File: src/rtl/cpu_pkg.sv
// Shared CPU front-end types and constants used by the fetch queue and its FIFO.
package cpu_pkg;

    // Canonical NOP (addi x0, x0, 0) presented to decode when nothing is valid.
    localparam logic [31:0] NOP_INSTR   = 32'h0000_0013;

    // Fixed instruction size; fetch advances by this many bytes per request.
    localparam logic [31:0] INSTR_BYTES = 32'd4;

    // One buffered fetch result: the address it came from and the word returned.
    typedef struct packed {
        logic [31:0] pc;
        logic [31:0] instr;
    } fetch_entry_t;

    // Sequential next fetch address; wraps modulo 2^32, low bits passed through untouched.
    function automatic logic [31:0] next_pc(input logic [31:0] pc);
        return pc + INSTR_BYTES;
    endfunction

endpackage

File: src/rtl/fetch_queue_sync_fifo.sv
// Generic synchronous FIFO with a separate occupancy counter so full and empty
// are unambiguous while the power-of-two pointers wrap freely. Flush beats push/pop.
module sync_fifo
    import cpu_pkg::*;
#(
    parameter int unsigned DEPTH = 4,
    parameter type         T     = fetch_entry_t,
    localparam int unsigned AW   = $clog2(DEPTH),
    localparam int unsigned CW   = $clog2(DEPTH + 1)
) (
    input  logic          clk,
    input  logic          reset,
    input  logic          push,
    input  logic          pop,
    input  logic          flush,
    input  T              din,
    output T              head,
    output logic [CW-1:0] count,
    output logic          full,
    output logic          empty
);

    T              mem_q [DEPTH];
    logic [AW-1:0] wr_ptr_q, wr_ptr_d;
    logic [AW-1:0] rd_ptr_q, rd_ptr_d;
    logic [CW-1:0] count_q,  count_d;
    logic          push_ok;
    logic          pop_ok;

    assign full  = (count_q == CW'(DEPTH));
    assign empty = (count_q == '0);
    assign count = count_q;
    assign head  = mem_q[rd_ptr_q];

    // A pop on an empty FIFO is dropped; a push while full is only allowed alongside a pop.
    assign pop_ok  = pop  && !flush && !empty;
    assign push_ok = push && !flush && (!full || pop_ok);

    // Storage write port.
    // NOTE: the data array is deliberately not reset; occupancy and pointers define
    // which slots are meaningful, and leaving it unreset lets it map onto plain RAM.
    always_ff @(posedge clk) begin
        if (push_ok) begin
            mem_q[wr_ptr_q] <= din;
        end
    end

    // Pointer and occupancy next-state; flush returns everything to empty.
    // NOTE: every signal assigned here gets its hold value first, so no path leaves
    // it unassigned and no latch can be inferred.
    always_comb begin
        wr_ptr_d = wr_ptr_q;
        rd_ptr_d = rd_ptr_q;
        count_d  = count_q;
        if (flush) begin
            wr_ptr_d = '0;
            rd_ptr_d = '0;
            count_d  = '0;
        end else begin
            if (push_ok) begin
                wr_ptr_d = wr_ptr_q + 1'b1;
            end
            if (pop_ok) begin
                rd_ptr_d = rd_ptr_q + 1'b1;
            end
            unique case ({push_ok, pop_ok})
                2'b10:   count_d = count_q + CW'(1);
                2'b01:   count_d = count_q - CW'(1);
                default: count_d = count_q;
            endcase
        end
    end

    // Pointer and occupancy registers with synchronous reset.
    // NOTE: state registers use non-blocking assignments so every flop samples the
    // pre-edge values, independent of block evaluation order.
    always_ff @(posedge clk) begin
        if (reset) begin
            wr_ptr_q <= '0;
            rd_ptr_q <= '0;
            count_q  <= '0;
        end else begin
            wr_ptr_q <= wr_ptr_d;
            rd_ptr_q <= rd_ptr_d;
            count_q  <= count_d;
        end
    end

endmodule

File: src/rtl/fetch_queue.sv
// Instruction-fetch front end: issues requests to a 1-cycle-latency instruction
// memory, buffers returned {pc, instr} pairs and hands them to decode with a
// valid/ready handshake. An EX redirect flushes everything fetched or in flight.
module fetch_queue
    import cpu_pkg::*;
#(
    parameter int unsigned DEPTH    = 4,
    parameter logic [31:0] RESET_PC = 32'h0
) (
    input  logic                       clk,
    input  logic                       reset,
    input  logic                       redirect,
    input  logic [31:0]                redirect_addr,
    output logic                       imem_req,
    output logic [31:0]                imem_addr,
    input  logic [31:0]                imem_rdata,
    output logic                       dec_valid,
    input  logic                       dec_ready,
    output logic [31:0]                dec_instr,
    output logic [31:0]                dec_pc,
    output logic [$clog2(DEPTH+1)-1:0] count
);

    localparam int unsigned CW = $clog2(DEPTH + 1);

    logic [31:0]  fetch_pc_q, fetch_pc_d;
    logic [31:0]  pc_q,       pc_d;
    logic         inflight_q, inflight_d;

    logic         credit_ok;
    logic [CW:0]  outstanding;
    logic         fifo_push;
    logic         fifo_pop;
    logic         fifo_full;
    logic         fifo_empty;
    fetch_entry_t push_entry;
    fetch_entry_t head_entry;

    // Entries already buffered plus the one response that may still be on its way.
    // A pop in this same cycle is not credited, which keeps the check purely registered.
    assign outstanding = {1'b0, count} + (CW+1)'(inflight_q);
    assign credit_ok   = !fifo_full && (outstanding < (CW+1)'(DEPTH));

    assign imem_req  = !reset && !redirect && credit_ok;
    assign imem_addr = fetch_pc_q;

    // A redirect kills the response arriving this cycle and any same-cycle handoff.
    assign fifo_push  = inflight_q && !redirect;
    assign fifo_pop   = dec_valid && dec_ready && !redirect;
    assign push_entry = '{pc: pc_q, instr: imem_rdata};

    // Decode sees the FIFO head directly; no bypass from the memory return path.
    assign dec_valid = !fifo_empty;
    assign dec_instr = fifo_empty ? NOP_INSTR : head_entry.instr;
    assign dec_pc    = fifo_empty ? 32'h0     : head_entry.pc;

    sync_fifo #(
        .DEPTH (DEPTH),
        .T     (fetch_entry_t)
    ) u_fifo (
        .clk   (clk),
        .reset (reset),
        .push  (fifo_push),
        .pop   (fifo_pop),
        .flush (redirect),
        .din   (push_entry),
        .head  (head_entry),
        .count (count),
        .full  (fifo_full),
        .empty (fifo_empty)
    );

    // Fetch address, in-flight tag and address of the outstanding request.
    always_comb begin
        fetch_pc_d = fetch_pc_q;
        pc_d       = pc_q;
        inflight_d = imem_req;
        if (redirect) begin
            fetch_pc_d = redirect_addr;
        end else if (imem_req) begin
            fetch_pc_d = next_pc(fetch_pc_q);
            pc_d       = fetch_pc_q;
        end
    end

    // Fetch-side registers; reset restarts at RESET_PC and drops any in-flight response.
    always_ff @(posedge clk) begin
        if (reset) begin
            fetch_pc_q <= RESET_PC;
            pc_q       <= 32'h0;
            inflight_q <= 1'b0;
        end else begin
            fetch_pc_q <= fetch_pc_d;
            pc_q       <= pc_d;
            inflight_q <= inflight_d;
        end
    end

endmodule

File: config.mk
export PLATFORM = sky130hd
export DESIGN_NAME = fetch_queue
export DESIGN_NICKNAME = d
export VERILOG_FILES = /design/src/rtl/cpu_pkg.sv /design/src/rtl/fetch_queue_sync_fifo.sv /design/src/rtl/fetch_queue.sv
export SDC_FILE = /design/constraint.sdc
export NUM_CORES = 1
export LEC_CHECK = 0
export BUFFER_PORTS_ARGS = -buffer_cell sky130_fd_sc_hd__buf_2
export CORE_ASPECT_RATIO = 1.5
export CORE_MARGIN = 2
export CORE_UTILIZATION = 40
export DETAILED_ROUTE_END_ITERATION = 10
export MAX_ROUTING_LAYER = met4
export PLACE_DENSITY = 0.57
export SLEW_MARGIN = 10
export SYNTH_ARGS = -nofsm -noshare
export SYNTH_HDL_FRONTEND = slang
export SYNTH_SLANG_ARGS = --single-unit
File: constraint.sdc
create_clock -name clk -period 8.8 [get_ports clk]
set_input_delay 0.88 -clock clk [delete_from_list [all_inputs] [get_ports clk]]
set_output_delay 0.88 -clock clk [all_outputs]
set_load 0.03 [all_outputs]
After elaboration in Yosys (flattened, before gate mapping)
Memories as Yosys holds them, arrays and structs flattened. A register that Yosys moved wholly into a read port is not among the register bits.
Cells that the tools add are included.
{"block": "op_classes", "add_sub_neg": 6, "magnitude_cmp": 1, "eq_ne": 3, "n_mux": 9, "bitwise": 1, "n_reduce_logical": 20}
{"operator": "$mux W32", "count": 4}
{"operator": "$add A32 B3 Y32 const B", "count": 1}
{"operator": "$logic_and A1 B1 Y1", "count": 10}
{"operator": "$pmux W3 S2", "count": 1}
{"operator": "$add A2 B1 Y2 const B", "count": 2}
{"operator": "$add A3 B1 Y4", "count": 1}
{"operator": "$logic_not A1 Y1", "count": 4}
{"operator": "$lt A4 B3 Y1 const B", "count": 1}
{"operator": "$mux W2", "count": 2}
{"operator": "$reduce_bool A2 Y1", "count": 2}
{"operator": "$add A3 B1 Y3 const B", "count": 1}
{"operator": "$eq A3 B3 Y1 const B", "count": 1}
{"operator": "$logic_not A3 Y1", "count": 1}
{"operator": "$sub A3 B1 Y3 const B", "count": 1}
{"operator": "$eq A2 B1 Y1 const B", "count": 1}
{"operator": "$eq A2 B2 Y1 const B", "count": 1}
{"operator": "$mux W1", "count": 2}
{"operator": "$reduce_and A2 Y1", "count": 1}
{"operator": "$reduce_or A2 Y1", "count": 1}
{"operator": "$logic_or A1 B1 Y1", "count": 1}
{"operator": "$not A1 Y1", "count": 1}
{"block": "totals", "register_bits": 72, "ramBits": 256, "inputBits": 68, "out_inout_bits": 101, "elab_cells": 47, "memories": 1}
{"memory": "u_fifo.mem_q", "depth": 4, "word_bits": 64, "rd": 1, "rd_ports_with_merged_regs": 1, "write_ports": 1, "line_no": "fetch_queue_sync_fifo.sv:23", "source": "T mem_q [DEPTH];"}

Depth between registers and ports, before layout
Gate-level depths: netlist of the first run.
{"block": "logic_depth", "ltp_word": 10, "mapped_depth": 10, "mapped_depth_nobuf": 9}

Cells and area by module
From an unflattened synthesis of the first run, not the netlist that was laid out.
{"block": "hier_totals", "hier_cells": 843, "hier_area_um2": 13136.3}
{"mod": "sync_fifo", "instances": 1, "cells_per_inst": 393, "area_per_inst_um2": 9724.3, "seq_area_each_um2": 7867.5}
{"mod": "fetch_queue", "instances": 1, "cells_per_inst": 450, "area_per_inst_um2": 3412.0, "seq_area_each_um2": 1301.2}

Worst setup path before layout of the first run
Ideal clock, no wire load.
{"block": "synth_timing", "kind": "input port to flip-flop", "start": "in redirect", "end": "mem u_fifo.mem_q[0][0] in the netlist's numbering (enable)", "setup_ns": 0.429, "arrival_time_ns": 2.905, "required_time_ns": 8.371, "path_slack_ns": 5.466, "path_stages": 4, "path_buffers": 1, "cell_sequence": "inv_1 and3_1 clkbuf_1 and2_1"}
{"block": "synth_via", "elab_chain_len": 8, "elab_cells_between_ends": 10, "classes_between": "mux (2); reduce/logical (8)"}
{"element": "from (decl)", "line_no": "fetch_queue.sv:12", "source": "input logic redirect,"}
{"element": "$logic_not A1 Y1 *"}
{"element": "$logic_and A1 B1 Y1", "line_no": "fetch_queue.sv:49", "source": "assign fifo_pop = dec_valid && dec_ready && !redirect;"}
{"element": "$logic_and A1 B1 Y1 (2 in a row)", "line_no": "fetch_queue_sync_fifo.sv:36", "source": "assign pop_ok = pop && !flush && !empty;"}
{"element": "$logic_or A1 B1 Y1", "line_no": "fetch_queue_sync_fifo.sv:37", "source": "assign push_ok = push && !flush && (!full || pop_ok);"}
{"element": "$logic_and A1 B1 Y1 *", "line_no": "fetch_queue_sync_fifo.sv:37"}
{"element": "$mux W1 *", "line_no": "fetch_queue_sync_fifo.sv:43", "source": "if (push_ok) begin"}
{"element": "$mux W1 (not written as such) *", "line_no": "fetch_queue_sync_fifo.sv:44", "source": "mem_q[wr_ptr_q] <= din;"}
{"element": "to (decl)", "line_no": "fetch_queue_sync_fifo.sv:23"}
Every way passes the cells marked *; elsewhere a longest branch is shown, timed or not.

==> flow_metrics.tcl, run 1 <==
set metrics [dict create \
    outcome "finished, final reports clean" \
    holdBufCountCts 0 \
    crit_fanout 34 \
    p_leak_uw 0.00543 \
    async_reset_ff_share_pct 0 \
    drc 0 \
    dieArea_sq_um 34200 \
    worst_pin_slew_ns 1.03 \
    endpoint_kind "output port" \
    drv_slew 0 \
    drive_gt1_share_pct 30.9 \
    final_antenna_net_count 0 \
    fin_nets 1067 \
    synth_top_cell_by_area "edfxtp_1" \
    setup_viol 0 \
    synthFlopType "edfxtp_1" \
    yosysTopAreaCellShare_pct 58.8 \
    cts.clk_slew.worst_paths_ns 0.07 \
    yosys.area_share.simple_pct 10.5 \
    cts-root-buf "clkbuf_16" \
    cp_slowest_cell "dfxtp_4" \
    cts_tree "done" \
    register_area_sq_um 9180 \
    tns_ns 0 \
    synth_xor_area_share_pct 0.870 \
    cts_resized 0 \
    synth-adder-area-share_pct 0.727 \
    ioPinCount 169 \
    finalCritPeriodShare_pct 45.7 \
    ys_top_cells_by_area "edfxtp_1 59%, dfxtp_1 11%, mux4_2 11%, and2_1 3.5%, nand2_1 2.4%" \
    final_common_cell "edfxtp_1" \
    htreeDepth 1 \
    netlist_area_sq_um 13100 \
    synth_edf_count 256 \
    wl_mm 27.8 \
    min_path_cells 2 \
    fillers 2856 \
    crit_type "flop to output port" \
    first_global_vias 7541 \
    drt_iter0_drc 431 \
    drv_cap 0 \
    hold_slack_ns 0.491 \
    dr.pass1.iters 4 \
    post-route-min-period_ns 4.02 \
    post_cts_buffers 0 \
    final_cell_mix "256 x edfxtp_1, 168 x buf_2, 84 x nand2_1" \
    max_stage_delay_ns 0.77 \
    worstHoldEndpoint "pc_q[21]" \
    ir_drop_uv 136 \
    gr-usage-all-layers_pct 16.8 \
    synth_cell_types 46 \
    dp.final_hpwl_mm 17.0 \
    initial_core_util_pct 40.3 \
    arrival_ns 3.14 \
    synth_seq_cells 330 \
    multiInputGateArea_sq_um 3670 \
    antenna_found_initial 0 \
    path_cells "buf_4, mux4_2, or2_2, buf_2" \
    synth_compound_area_share_pct 4.53 \
    wl_per_cell_um 19.4 \
    syn2layout_area_growth_pct 17.5 \
    rsz0062_at_grt "no" \
    rr_startpoint "u_fifo.count[0]" \
    fmax_mhz 249 \
    clock_sinks 330 \
    cts_buffers 31 \
    place_area_sq_um 14300 \
    fin_skew_ns 0.0145 \
    seq_area_frac_synth_pct 70.1 \
    grt.overflow.total 0 \
    die_h_um 226 \
    hold_class "flop to flop" \
    cts_max_path_buffers 3 \
    muxShareOfSynthArea_pct 11.2 \
    syn_area_per_cell_sq_um 15.7 \
    slew_headroom_pct 31.1 \
    r2r_cells 9 \
    yosysWarnings 0 \
    via_per_inst 5.23 \
    grt_pass1_wl_mm 42.9 \
    clock_latency_ns 0.57 \
    die_x_um 152 \
    critical_path.startpoint_type "flop" \
    r2r_slack_ns 5.65 \
    diodes 0 \
    rows 81 \
    numPortBuffers 168 \
    stdcell_area_sq_um 15400 \
    gp_congestion 0.804 \
    hold_viol_final 0 \
    syn_inst 833 \
    vias 7496 \
    syn_nets 908 \
    powerDensity_nw_per_um2 209 \
    min_from "pc_q[21]" \
    core-area_sq_um 32400 \
    r2r-end "u_fifo.count[2]" \
    synth_top_family_by_area "multiplexers" \
    crit_required_ns 7.92 \
    grt_max_degree 67 \
]
==> cell usage after synthesis (2+ instances only) <==
library cell	count
inv_1	13
nand3_1	9
a31oi_1	7
a311oi_1	11
a21oi_1	38
and2_1	73
or2_2	4
edfxtp_1	256
ha_1	6
and3_1	6
a211oi_1	8
o31ai_1	7
nor2_1	35
nor3_1	4
buf_1	5
nand4_1	10
xnor2_1	6
nand2_1	84
mux2i_1	3
xor2_1	7
mux4_2	64
dfxtp_1	74
o221ai_1	5
and4_1	2
o311ai_0	4
or4b_2	2
or4_1	17
nand2b_1	2
o21ai_0	5
clkbuf_1	37
or3_1	6
o211ai_1	2
buf_2	7
nand4_2	2
==> layer usage <==
layer	GRT usage [%]	vias up	routed length, um
met5	-	-	0
met4	4.39	0	399
met3	2.15	30	1330
met2	29.3	191	14500
met1	20.6	3745	11500
li1	-	3530	-
==> per-stage QoR <==
| stage | total power, uW | std cells | worst slack [ns] | utilization (%) |
|---|---|---|---|---|
| after CTS | 3260 | 1432 | 4.63 | 47.4 |
| after floorplan | 1830 | 833 | 5.47 | - |
| after global placement | 1890 | 1374 | 5.22 | 44.2 |
| after detailed placement | 1890 | 1374 | 5.20 | 44.2 |
| final | 3220 | 1432 | 4.78 | 47.4 |
| after global routing | 3330 | 1432 | 4.51 | 47.4 |
==> worst max path at each step <==
stage / slack [ns] / end / cells past startpoint / start
6_report: 4.78 / dec_instr[0] / 4 / flop
3_5_place_dp: 5.20 / u_fifo.mem_q[2][49] / 6 / redirect
2_1_floorplan: 5.47 / u_fifo.mem_q[0][0] / 4 / redirect
5_1_grt: 4.51 / dec_instr[0] / 4 / flop
4_1_cts: 4.63 / dec_instr[0] / 4 / flop
3_3_place_gp: 5.22 / imem_req / 7 / reset
==> cells by family after synthesis <==
logic type / Yosys count
compound gates: 90
xor+xnor: 13
fa+ha+maj: 7
buf+inv: 65
flops: 330
mux: 67
simple gates: 261
==> where the power goes <==
| group | total [uW] | leakage, uW | switching [uW] | internal (uW) |
|---|---|---|---|---|
| logic | 135 | 0.00184 | 88.2 | 47.0 |
| registers | 1720 | 0.00307 | 26.9 | 1700 |
| clock network | 1360 | 0.000516 | 566 | 796 |
| total | 3220 | 0.00543 | 681 | 2540 |
==> registers in the layout (all words and copies together), names as in the netlist, named ones only <==
| name | count |
|---|---|
| u_fifo.wr_ptr_q | 2 |
| inflight_q | 1 |
| u_fifo.mem_q | 256 |
| pc_q | 32 |
| imem_addr | 32 |
| u_fifo.count | 3 |
| u_fifo.rd_ptr_q | 2 |
==> worst max-delay path, delay by kind of cell, from the launching register on <==
kind	cells	cell delay [ns]
buf+inv	2	0.86
simple gates	1	0.29
flops	1	0.77
mux	1	0.57
==> cell type report <==
class                   instances  area share [%]
inverters                      14           0.342
well taps                     415            3.38
multi-input cells             438            23.8
repair buffers                177            5.91
clock inverters                15            1.07
flip-flops and latches        330            59.7
clock buffers                  43            5.79
Note: power is estimated with default switching activity, not from simulation.
==> run 2, diff against run 1 <==
- ABC_AREA: default -> 1
- PLACE_DENSITY: 0.57 -> 0.56
- clock period: 8.8 -> 4.1 ns (I/O delays scaled with it)
==> run 2 against run 1 <==
Sequential power grew 120%. Global-route usage up 2.2 points. Power increased by 120%. Non-clock buffer count is 10 higher. Worst setup slack got worse by 3.8 ns.
==> flow_metrics.tcl, run 2 <==
set metrics [dict create \
    seq_area_frac_synth_pct 66.4 \
    syn2layout_area_growth_pct 17.1 \
    min_path_cells 1 \
    syn_inst 1363 \
    cts_resized 0 \
    rsz0062_at_grt "no" \
    drv_cap 0 \
    diodes 0 \
    drt_iter0_drc 539 \
    yosysMostFrequentCell "nor2_1" \
    largest_register_ffs 256 \
    critical_path.startpoint_type "flop" \
    syn_nets 1438 \
    crit_type "flop to output port" \
    fmax_mhz 326 \
    finalCritPeriodShare_pct 74.9 \
    min_from "imem_rdata[11]" \
    cts_tree "done" \
    synth_edf_count 256 \
    synth_cell_types 35 \
    cts.clk_slew.worst_paths_ns 0.06 \
    hold_viol_final 0 \
    dpl_worst_slack_ns 1.26 \
    synth_top_cell_by_area "edfxtp_1" \
    seq_power_share_pct 52.8 \
    antenna_found_initial 0 \
    die_h_um 232 \
    htreeDepth 2 \
    fin_ws_ns 1.03 \
    power_uw 7070 \
    syn_area_per_cell_sq_um 10.1 \
    netlist_area_sq_um 13800 \
    drive_gt1_share_pct 17.9 \
    final_common_cell "nor2_1" \
    dp.final_hpwl_mm 20.8 \
    async_reset_ff_share_pct 0 \
    initial_core_util_pct 40.4 \
    r2r_slack_ns 1.85 \
    p_comb_share_pct 5.8 \
    grt_pass1_wl_mm 51.1 \
    endpoint_kind "output port" \
    p_int_uw 5480 \
    outcome "finished, final reports clean" \
    hold_class "input port to flop" \
    drv_slew 0 \
    post_cts_buffers 0 \
    via_per_inst 4.99 \
    fin_nets 1590 \
    arrival_ns 2.66 \
    power_frac_clock_pct 41.3 \
    fin_skew_ns 0.0162 \
    dieArea_sq_um 36000 \
    numPortBuffers 168 \
    ioPinCount 169 \
    powerDensity_nw_per_um2 437 \
    ir_drop_uv 256 \
    setup_viol 0 \
    p_leak_uw 0.00618 \
    rows 83 \
    holdBufCountCts 0 \
    r2r_cells 11 \
    worst_pin_slew_ns 1.00 \
    ys_top_cells_by_area "edfxtp_1 56%, dfxtp_1 11%, nor2_1 9.4%, o21ai_0 5.9%, nand2_1 3.8%" \
    dr.pass1.iters 5 \
    cts_buffers 34 \
    cts-root-buf "clkbuf_16" \
    cts_max_path_buffers 3 \
    final_antenna_net_count 0 \
    synth_seq_cells 330 \
    vias 9798 \
    worstHoldEndpoint "u_fifo.mem_q[1][11]" \
    switching_share_pct 22.5 \
    crit_required_ns 3.69 \
    synthTopCellsByCount "345 x nor2_1, 256 x edfxtp_1, 164 x o21ai_0" \
    first_global_vias 9403 \
    wl_per_cell_um 17.2 \
    core-area_sq_um 34200 \
    wl_mm 33.8 \
    final_cell_mix "341 x nor2_1, 256 x edfxtp_1, 168 x buf_2" \
    die_x_um 156 \
    r2r-end "u_fifo.count[2]" \
    drc 0 \
    synthFlopType "edfxtp_1" \
    clock_latency_ns 0.52 \
    gr-usage-all-layers_pct 19.0 \
    yosysWarnings 0 \
    grt_max_degree 69 \
    yosysTopAreaCellShare_pct 55.7 \
    cp-startpoint "u_fifo.count[0]" \
    grt.overflow.total 0 \
    rr_startpoint "u_fifo.count[2]" \
    clock_sinks 330 \
    crit_fanout 39 \
    gp_congestion 0.934 \
    post-route-min-period_ns 3.07 \
    p_switching_uw 1590 \
    top_register "u_fifo.mem_q" \
    slew_headroom_pct 33.0 \
]
[run 2: cell count changes after synthesis, sizes merged, moves of 48 or more]
cell / before / now
nor2: 35 / 367
inv: 13 / 89
nand2: 84 / 146
a21oi: 38 / 92
mux4: 64 / 0
o21ai: 5 / 167
nand3: 9 / 57
and2: 73 / 3
[run 2: cell families (layout without fill, tap and decap cells)]
logic type / after synthesis / after routing / share of synthesized area, %
fa+ha+maj: 7 / 7 / 0.689
flops: 330 / 330 / 66.4
simple gates: 590 / 590 / 17.8
xor+xnor: 4 / 4 / 0.254
compound gates: 270 / 270 / 10.0
buf+inv: 162 / 339 / 4.89
[run 2: worst max path at each step]
stage,slack (ns),cells past startpoint,endpoint
2_1_floorplan,-0.11,5,u_fifo.mem_q[0][0]
3_3_place_gp,1.27,10,u_fifo.count[2]
3_5_place_dp,1.26,10,u_fifo.count[2]
4_1_cts,0.96,6,dec_instr[5]
5_1_grt,0.85,6,dec_instr[5]
6_report,1.03,6,dec_instr[18]
[run 2: area by class of cell]
type / instances / area [sq um]
inverters: 91 / 343
clock buffers: 47 / 983
fillers: 3220 / 18000
flip-flops and latches: 330 / 9170
well taps: 425 / 532
repair buffers: 187 / 1060
clock inverters: 14 / 77.6
multi-input cells: 871 / 3990
[run 2: power by group through the flow]
stage / Sequential [uW] / Clock [uW] / Combinational, uW
2_1_floorplan: 3830 / 0 / 227
3_3_place_gp: 3800 / 0 / 410
3_5_place_dp: 3810 / 0 / 416
4_1_cts: 3730 / 3000 / 418
5_1_grt: 3740 / 3130 / 457
6_report: 3740 / 2920 / 412
[run 2: metal layers]
metal | share of wire [%] | global-route usage [%] | up-vias
li1 | - | - | 4924
met1 | 42 | 22.3 | 4586
met2 | 51 | 33.3 | 230
met3 | 4.2 | 2.52 | 58
met4 | 3.1 | 6.91 | 0
met5 | 0 | - | -
[run 2: critical path: stages, from the launching register on]
cell and delay, ns:
dfxtp_1 0.35, nor2_1 0.14, nand2_1 0.22, inv_2 0.76
buf_4 0.39, a21oi_1 0.09, buf_2 0.19
[run 2: metrics by stage]
stage / instances / setup TNS (ns) / util (%) / hold WS (ns) / instance area, sq um
after floorplan: 1363 / -27.36 / - / 0.455 / 13800
after global placement: 1904 / 0 / 44.2 / 0.477 / 15100
after detailed placement: 1904 / 0 / 44.2 / 0.491 / 15100
after CTS: 1965 / 0 / 47.3 / 0.0809 / 16200
after global routing: 1965 / 0 / 47.3 / 0.0921 / 16200
final: 1965 / 0 / 47.3 / 0.112 / 16200
